<file path="src/rtl/axil_slave_regbank.sv">
// AXI4-Lite register bank: reg 0 is a read-only ID, regs 1..NUM_REGS-1 are byte-strobed RW; one write and one read in flight.
// B/R valid one cycle after the (last) address/data handshake and held until ready; define AXIL_REGBANK_SLVERR_EN for SLVERR on out-of-range.
module axil_slave_regbank #(
  parameter int                    ADDR_WIDTH = 32,
  parameter int                    DATA_WIDTH = 32,
  parameter int                    NUM_REGS   = 16,
  parameter logic [DATA_WIDTH-1:0] ID_VALUE   = 32'hA3B1_0001
) (
  input  logic                    clock,
  input  logic                    reset,
  input  logic [ADDR_WIDTH-1:0]   s_axil_awaddr,
  input  logic                    s_axil_awvalid,
  output logic                    s_axil_awready,
  input  logic [DATA_WIDTH-1:0]   s_axil_wdata,
  input  logic [DATA_WIDTH/8-1:0] s_axil_wstrb,
  input  logic                    s_axil_wvalid,
  output logic                    s_axil_wready,
  output logic [1:0]              s_axil_bresp,
  output logic                    s_axil_bvalid,
  input  logic                    s_axil_bready,
  input  logic [ADDR_WIDTH-1:0]   s_axil_araddr,
  input  logic                    s_axil_arvalid,
  output logic                    s_axil_arready,
  output logic [DATA_WIDTH-1:0]   s_axil_rdata,
  output logic [1:0]              s_axil_rresp,
  output logic                    s_axil_rvalid,
  input  logic                    s_axil_rready
);

  localparam int STRB_W = DATA_WIDTH / 8;
  localparam int IDX_W  = ADDR_WIDTH - 2;
  localparam int SEL_W  = $clog2(NUM_REGS);

  localparam logic [1:0] RESP_OKAY   = 2'b00;
  localparam logic [1:0] RESP_SLVERR = 2'b10;

  localparam logic [1:0] W_IDLE    = 2'd0;
  localparam logic [1:0] W_HAVE_AW = 2'd1;
  localparam logic [1:0] W_HAVE_W  = 2'd2;
  localparam logic [1:0] W_RESP    = 2'd3;
  localparam logic       R_IDLE    = 1'b0;
  localparam logic       R_RESP    = 1'b1;

  logic [1:0]            w_state_q, w_state_d;
  logic                  r_state_q, r_state_d;
  logic                  awready_q, awready_d, wready_q, wready_d;
  logic                  bvalid_q, bvalid_d;
  logic [1:0]            bresp_q, bresp_d;
  logic                  arready_q, arready_d, rvalid_q, rvalid_d;
  logic [DATA_WIDTH-1:0] rdata_q, rdata_d;
  logic [1:0]            rresp_q, rresp_d;
  logic [IDX_W-1:0]      aw_idx_q, aw_idx_d;
  logic [DATA_WIDTH-1:0] wdata_q, wdata_d;
  logic [STRB_W-1:0]     wstrb_q, wstrb_d;
  logic [DATA_WIDTH-1:0] regs_q [NUM_REGS];

  logic [IDX_W-1:0]      aw_idx, ar_idx, commit_idx;
  logic [SEL_W-1:0]      commit_sel, ar_sel;
  logic                  aw_hs, w_hs, ar_hs;
  logic                  commit_en, commit_in_range, ar_in_range;
  logic [DATA_WIDTH-1:0] commit_data, rd_val;
  logic [STRB_W-1:0]     commit_strb;
  logic [1:0]            w_resp, r_resp;
  logic                  unused_addr_bits;

  assign aw_idx = s_axil_awaddr[ADDR_WIDTH-1:2];
  assign ar_idx = s_axil_araddr[ADDR_WIDTH-1:2];
  assign unused_addr_bits = &{1'b0, s_axil_awaddr[1:0], s_axil_araddr[1:0]};

  assign aw_hs = s_axil_awvalid && awready_q;
  assign w_hs  = s_axil_wvalid && wready_q;
  assign ar_hs = s_axil_arvalid && arready_q;

  assign commit_in_range = (commit_idx < IDX_W'(NUM_REGS));
  assign commit_sel      = commit_idx[SEL_W-1:0];
  assign ar_in_range     = (ar_idx < IDX_W'(NUM_REGS));
  assign ar_sel          = ar_idx[SEL_W-1:0];

`ifdef AXIL_REGBANK_SLVERR_EN
  assign w_resp = commit_in_range ? RESP_OKAY : RESP_SLVERR;
  assign r_resp = ar_in_range ? RESP_OKAY : RESP_SLVERR;
`else
  assign w_resp = RESP_OKAY;
  assign r_resp = RESP_OKAY;
`endif

  // Register 0 is never stored; reads of it return the ID constant.
  assign rd_val = !ar_in_range    ? '0 :
                  (ar_sel == '0)  ? ID_VALUE : regs_q[ar_sel];

  always_comb begin
    w_state_d   = w_state_q;
    awready_d   = awready_q;
    wready_d    = wready_q;
    bvalid_d    = bvalid_q;
    bresp_d     = bresp_q;
    aw_idx_d    = aw_idx_q;
    wdata_d     = wdata_q;
    wstrb_d     = wstrb_q;
    commit_en   = 1'b0;
    commit_idx  = aw_idx_q;
    commit_data = wdata_q;
    commit_strb = wstrb_q;
    case (w_state_q)
      W_IDLE: begin
        awready_d = 1'b1;
        wready_d  = 1'b1;
        if (aw_hs && w_hs) begin
          commit_en   = 1'b1;
          commit_idx  = aw_idx;
          commit_data = s_axil_wdata;
          commit_strb = s_axil_wstrb;
        end else if (aw_hs) begin
          aw_idx_d  = aw_idx;
          awready_d = 1'b0;
          w_state_d = W_HAVE_AW;
        end else if (w_hs) begin
          wdata_d   = s_axil_wdata;
          wstrb_d   = s_axil_wstrb;
          wready_d  = 1'b0;
          w_state_d = W_HAVE_W;
        end
      end
      W_HAVE_AW: begin
        if (w_hs) begin
          commit_en   = 1'b1;
          commit_data = s_axil_wdata;
          commit_strb = s_axil_wstrb;
        end
      end
      W_HAVE_W: begin
        if (aw_hs) begin
          commit_en  = 1'b1;
          commit_idx = aw_idx;
        end
      end
      W_RESP: begin
        if (s_axil_bready) begin
          bvalid_d  = 1'b0;
          awready_d = 1'b1;
          wready_d  = 1'b1;
          w_state_d = W_IDLE;
        end
      end
      default: w_state_d = W_IDLE;
    endcase
    if (commit_en) begin
      awready_d = 1'b0;
      wready_d  = 1'b0;
      bvalid_d  = 1'b1;
      bresp_d   = w_resp;
      w_state_d = W_RESP;
    end
  end

  always_comb begin
    r_state_d = r_state_q;
    arready_d = arready_q;
    rvalid_d  = rvalid_q;
    rdata_d   = rdata_q;
    rresp_d   = rresp_q;
    case (r_state_q)
      R_IDLE: begin
        arready_d = 1'b1;
        if (ar_hs) begin
          arready_d = 1'b0;
          rvalid_d  = 1'b1;
          rdata_d   = rd_val;
          rresp_d   = r_resp;
          r_state_d = R_RESP;
        end
      end
      R_RESP: begin
        if (s_axil_rready) begin
          rvalid_d  = 1'b0;
          arready_d = 1'b1;
          r_state_d = R_IDLE;
        end
      end
      default: r_state_d = R_IDLE;
    endcase
  end

  always_ff @(posedge clock) begin
    if (reset) begin
      w_state_q <= W_IDLE;
      r_state_q <= R_IDLE;
      awready_q <= 1'b0;
      wready_q  <= 1'b0;
      bvalid_q  <= 1'b0;
      bresp_q   <= RESP_OKAY;
      arready_q <= 1'b0;
      rvalid_q  <= 1'b0;
      rdata_q   <= '0;
      rresp_q   <= RESP_OKAY;
      aw_idx_q  <= '0;
      wdata_q   <= '0;
      wstrb_q   <= '0;
    end else begin
      w_state_q <= w_state_d;
      r_state_q <= r_state_d;
      awready_q <= awready_d;
      wready_q  <= wready_d;
      bvalid_q  <= bvalid_d;
      bresp_q   <= bresp_d;
      arready_q <= arready_d;
      rvalid_q  <= rvalid_d;
      rdata_q   <= rdata_d;
      rresp_q   <= rresp_d;
      aw_idx_q  <= aw_idx_d;
      wdata_q   <= wdata_d;
      wstrb_q   <= wstrb_d;
    end
  end

  always_ff @(posedge clock) begin
    if (reset) begin
      for (int i = 0; i < NUM_REGS; i++) regs_q[i] <= '0;
    end else if (commit_en && commit_in_range && (commit_sel != '0)) begin
      for (int b = 0; b < STRB_W; b++) begin
        if (commit_strb[b]) regs_q[commit_sel][8*b +: 8] <= commit_data[8*b +: 8];
      end
    end
  end

  assign s_axil_awready = awready_q;
  assign s_axil_wready  = wready_q;
  assign s_axil_bvalid  = bvalid_q;
  assign s_axil_bresp   = bresp_q;
  assign s_axil_arready = arready_q;
  assign s_axil_rvalid  = rvalid_q;
  assign s_axil_rdata   = rdata_q;
  assign s_axil_rresp   = rresp_q;

endmodule

</file>
<file path="config.mk">
export PLATFORM = sky130hd
export DESIGN_NAME = axil_slave_regbank
export DESIGN_NICKNAME = d
export VERILOG_FILES = /design/src/rtl/axil_slave_regbank.sv
export SDC_FILE = /design/constraint.sdc
export NUM_CORES = 1
export LEC_CHECK = 0
export CORE_ASPECT_RATIO = 0.6
export CORE_MARGIN = 4
export CORE_UTILIZATION = 45
export CTS_BUF_LIST = sky130_fd_sc_hd__clkbuf_8
export DETAILED_ROUTE_END_ITERATION = 7
export GPL_TIMING_DRIVEN = 0
export PLACE_DENSITY_LB_ADDON = 0.1
export SYNTH_ARGS = -nofsm -noshare
export SYNTH_HDL_FRONTEND = slang
export SYNTH_SLANG_ARGS = --single-unit
</file>
<file path="constraint.sdc">
create_clock -name clock -period 4.15 [get_ports clock]
set_clock_uncertainty 0.05 [all_clocks]
set_input_delay 0.415 -clock clock [delete_from_list [all_inputs] [get_ports clock]]
set_output_delay 0.415 -clock clock [all_outputs]
set_load 0.005 [all_outputs]
</file>
# --- After elaboration in Yosys (flattened, before gate mapping) ---
# Memory sizes are Yosys's and may differ from the RTL's.
# Cells that the tools add are included.
word_totals:
  register_bits: 106
  ramBits: 512
  memories: 1
memory_table:
  columns: ["memory", "words", "width", "rd", "rd_clocked_by_memory_dff", "wr", "line", "source"]
  rows:
  - ["regs_q", 16, 32, 1, 0, 16, "55", "logic [DATA_WIDTH-1:0] regs_q [NUM_REGS];"]
op_classes:
  n_lt_le_gt_ge: 2
  n_eq_ne: 9
  muxes: 62
  n_bitwise: 3
  n_reduce_logical: 22
op_table:
  columns: ["op", "n"]
  rows:
  - ["2-to-1 mux 32 bit", 5]
  - ["case mux 32 bit (2 select lines)", 1]
  - ["less-than comparator 30 x 5 -> 1 bit (second input constant)", 2]
  - ["2-to-1 mux 30 bit", 2]
  - ["case mux 30 bit (2 select lines)", 1]
  - ["2-to-1 mux 1 bit", 36]
  - ["OR reduction 32 bit", 1]
  - ["2-to-1 mux 4 bit", 4]
  - ["2-to-1 mux 2 bit", 5]
  - ["case mux 1 bit (2 select lines)", 5]
  - ["AND reduction 2 bit", 5]
  - ["case mux 4 bit (2 select lines)", 1]
  - ["logical AND 1 bit", 6]
  - ["inequality test 2 bit (second input constant)", 3]
  - ["inequality test 3 bit (second input constant)", 2]
  - ["nonzero test 2 bit", 3]
  - ["equality test 2 bit (second input constant)", 2]
  - ["zero test 4 bit", 1]
  - ["inequality test 4 bit (second input constant)", 1]
  - ["case mux 2 bit (2 select lines)", 1]
  - ["AND reduction 4 bit", 1]
  - ["nonzero test 4 bit", 1]
  - ["NOT 1 bit", 3]
  - ["case mux 1 bit (3 select lines)", 1]
  - ["5 further kinds", 5]

# --- Longest topological paths before layout ---
logic_depth:
  depth_word: 12
  depth_mapped: 10

# --- Worst setup path before layout ---
# OpenSTA, ideal clock, no wires.
synth_path:
  path_type: "input -> register"
  from: "in reset"
  to: "mem regs_q[7][24], enable pin"
  setup_time_ps: 387
  arrival_ps: 2438
  path_slack_ps: 1275
  cell_stages: 6
  path_buffers: 2
  path_cell_list: "clkbuf_1 -> a2111o_1 -> a21oi_2 -> nand2_1 -> buf_2 -> o31ai_1"
synth_rtl:
  columns: ["item", "line", "source"]
  rows:
  - ["from (decl)", "10", "input logic reset,"]
  - ["to (decl)", "55", null]

==> impl_metrics.toml <==
[power]
powerDensity_nw_per_um2 = 418
vdd.ir_drop.worst_mv = 0.224
power.total_mw = 13.7
leakage_nw = 10.7

[synthesis]
synth-edff-count = 507
syn_area_um2 = 28100
synth_top_area_share = 0.543
synth_common_cells = "507 x edfxtp_1, 427 x nor3_1, 166 x nand2_1, 126 x buf_2, 124 x mux4_2"
yosysTopAreaCell = "edfxtp_1"
avgSynthCellArea_um2 = 13.2
yosysSeqAreaShare = 0.618
synth_area_leaders = "edfxtp_1 54%, mux4_2 10%, nor3_1 7.6%"
ys_ff_latch = 613
yosys_warnings = 0
synth-main-ff-cell = "edfxtp_1"
async_flop_share = 0
synth_cell_types = 61
yosysMostFrequentCell = "edfxtp_1"
synth_cells = 2126

[run_status]
status = "finished, violations left"
violations = "max-capacitance violations"

[layout]
n_fill_cell = 5284
syn2layout_area_growth_pct = 16.8
post-route-util = 0.535
final_area_um2 = 32800
drive_gt1_frac = 0.216
final_cells = 3317
seq_area_um2 = 17300
nNetsFinal = 2518
multi_input_area_um2 = 9920

[timing]
timing.final.crit_share = 0.952
rsz0062_at_grt = "no"
max_freq_mhz = 253
fin_ws_ns = 0.198
setup_viol = 0
drv_slew = 0
setup_tns_ns = 0
worst_pin_slew_ns = 1.50
period_minus_slack_ns = 3.95
whs_ns = 0.223
relSlewSlack = 0.000175
hold_violations = 0

[placed_design]
placedCellCount = 3144
port_buffers = 135
place_ws_ns = -0.302
hpwlAfterDp_um = 79800
placedInstanceArea_um2 = 31000
gp_congestion = 0.983

[clock_network]
cts-htree-levels = 3
numCtsBuffers = 93
clk_pin_slew_worst_paths_ns = 0.07
clock_sinks = 613
cts_tree = "done"
cts_setup_buffers = 0
cts_resized = 0
root_buffer = "clkbuf_8"
clk_latency_ns = 0.72
cts.path.max_buffers = 3
hold_buffers = 0

[flow_run]
cap_violations = 1

[floorplanning]
boundaryPins = 148
row_count = 70
core_um2 = 61300
die_area_um2 = 66500
start_util = 0.458
die_x_um = 330
die_h_um = 201

[global_routing]
gr-total-overflow = 0
antenna_found_initial = 5
grtUsageTotal = 0.326
grt_max_degree = 12
grt_pass1_wl_um = 153000
grt_pass1_vias = 20500

[detailed_routing]
dr.pass1.iters = 6
vias_per_cell = 6.49
wl_per_cell_um = 32.8
drtIter0Drc = 3629
vias = 21500
drc = 0
ant_nets = 0
wl_um = 109000

[worst_setup_path]
cp_cell_sequence = "nand2_2, nor3_2, buf_4, mux2i_1, nand3_1, o31ai_2"
endpoint_kind = "flip-flop"
critPathKind = "flip-flop to flip-flop"
required_ns = 4.41
arrival_ns = 4.22
crit_slowest_cell = "o31ai_2"
cp_max_fo = 10
crit_path_start_kind = "flip-flop"
crit_path_max_incr_delay_ns = 1.13

[worst_hold_path]
holdCritPathClass = "primary input to flip-flop"
==> critical path: cells and delay by family (launching register included) <==
family	cells	cell delay [ns]
simple gates	3	1.21
compound gates	1	1.13
mux	1	0.46
flops	1	0.45
buf+inv	1	0.28
==> where the power goes <==
group | switching, mW | internal (mW) | leakage (nW)
clock | 2.50 | 2.42 | 1.05
sequential | 0.103 | 6.87 | 6.08
combinational | 1.27 | 0.554 | 3.59
total | 3.87 | 9.84 | 10.7
==> placed cells by master, fill, tap and decap left out, types with 49 or more instances in the layout <==
master | synthesis | final
clkbuf_8 | 3 | 111
dfxtp_1 | 106 | 106
buf_2 | 126 | 127
clkdlybuf4s50_1 | 0 | 135
mux2i_1 | 71 | 71
nand2_1 | 166 | 166
edfxtp_1 | 507 | 507
nor3_1 | 427 | 426
clkbuf_1 | 74 | 73
a21oi_1 | 81 | 81
mux4_2 | 124 | 124
o31ai_2 | 0 | 49
nor2_1 | 90 | 89
==> area by class of cell <==
cell class | count | share of cell area
Antenna cell | 4 | 0.000305
Buffer | 229 | 0.0350
Clock buffer | 108 | 0.0454
Clock inverter | 61 | 0.00805
Inverter | 4 | 0.000458
Multi-Input combinational cell | 1310 | 0.303
Sequential cell | 613 | 0.529
Tap cell | 828 | 0.0316
Timing Repair Buffer | 160 | 0.0473
==> flip-flops by register name, indices dropped and copies added, names as in the netlist <==
signal and flops:
r_state_q 1, s_axil_arready 1, wstrb_q 4, regs_q 507
s_axil_rvalid 1, w_state_q 2, aw_idx_q 30, wdata_q 32
s_axil_rdata 32, s_axil_awready 1, s_axil_bvalid 1, s_axil_wready 1
==> cell families (layout without fill, tap and decap cells) <==
| kind of cell | after synthesis | count (layout) | synth area share |
|---|---|---|---|
| DFF | 613 | 613 | 0.618 |
| and+or+nand+nor | 803 | 803 | 0.140 |
| AOI/OAI and AO/OA | 241 | 241 | 0.0591 |
| muxes | 235 | 235 | 0.141 |
| other | 1 | 35 | 0.000134 |
| buffers and inverters | 233 | 562 | 0.0413 |
==> final timing paths <==
kind	from	end	slack, ns	depth (start not counted)
worst max-delay path	s_axil_awready	regs_q[7][13]	0.20	6
worst min-delay path	s_axil_wdata[17]	wdata_q[17]	0.22	3
worst max register to register	s_axil_awready	regs_q[7][13]	0.20	6
worst min register to register	aw_idx_q[10]	aw_idx_q[10]	0.40	2
==> layer usage <==
metal	wire [um]	global-route usage	share of wire
met1	45000	0.487	0.41
met2	43000	0.434	0.39
met3	16900	0.127	0.16
met4	3990	0.104	0.037
met5	31	0	0.00028
(Power assumes the default switching activity.)
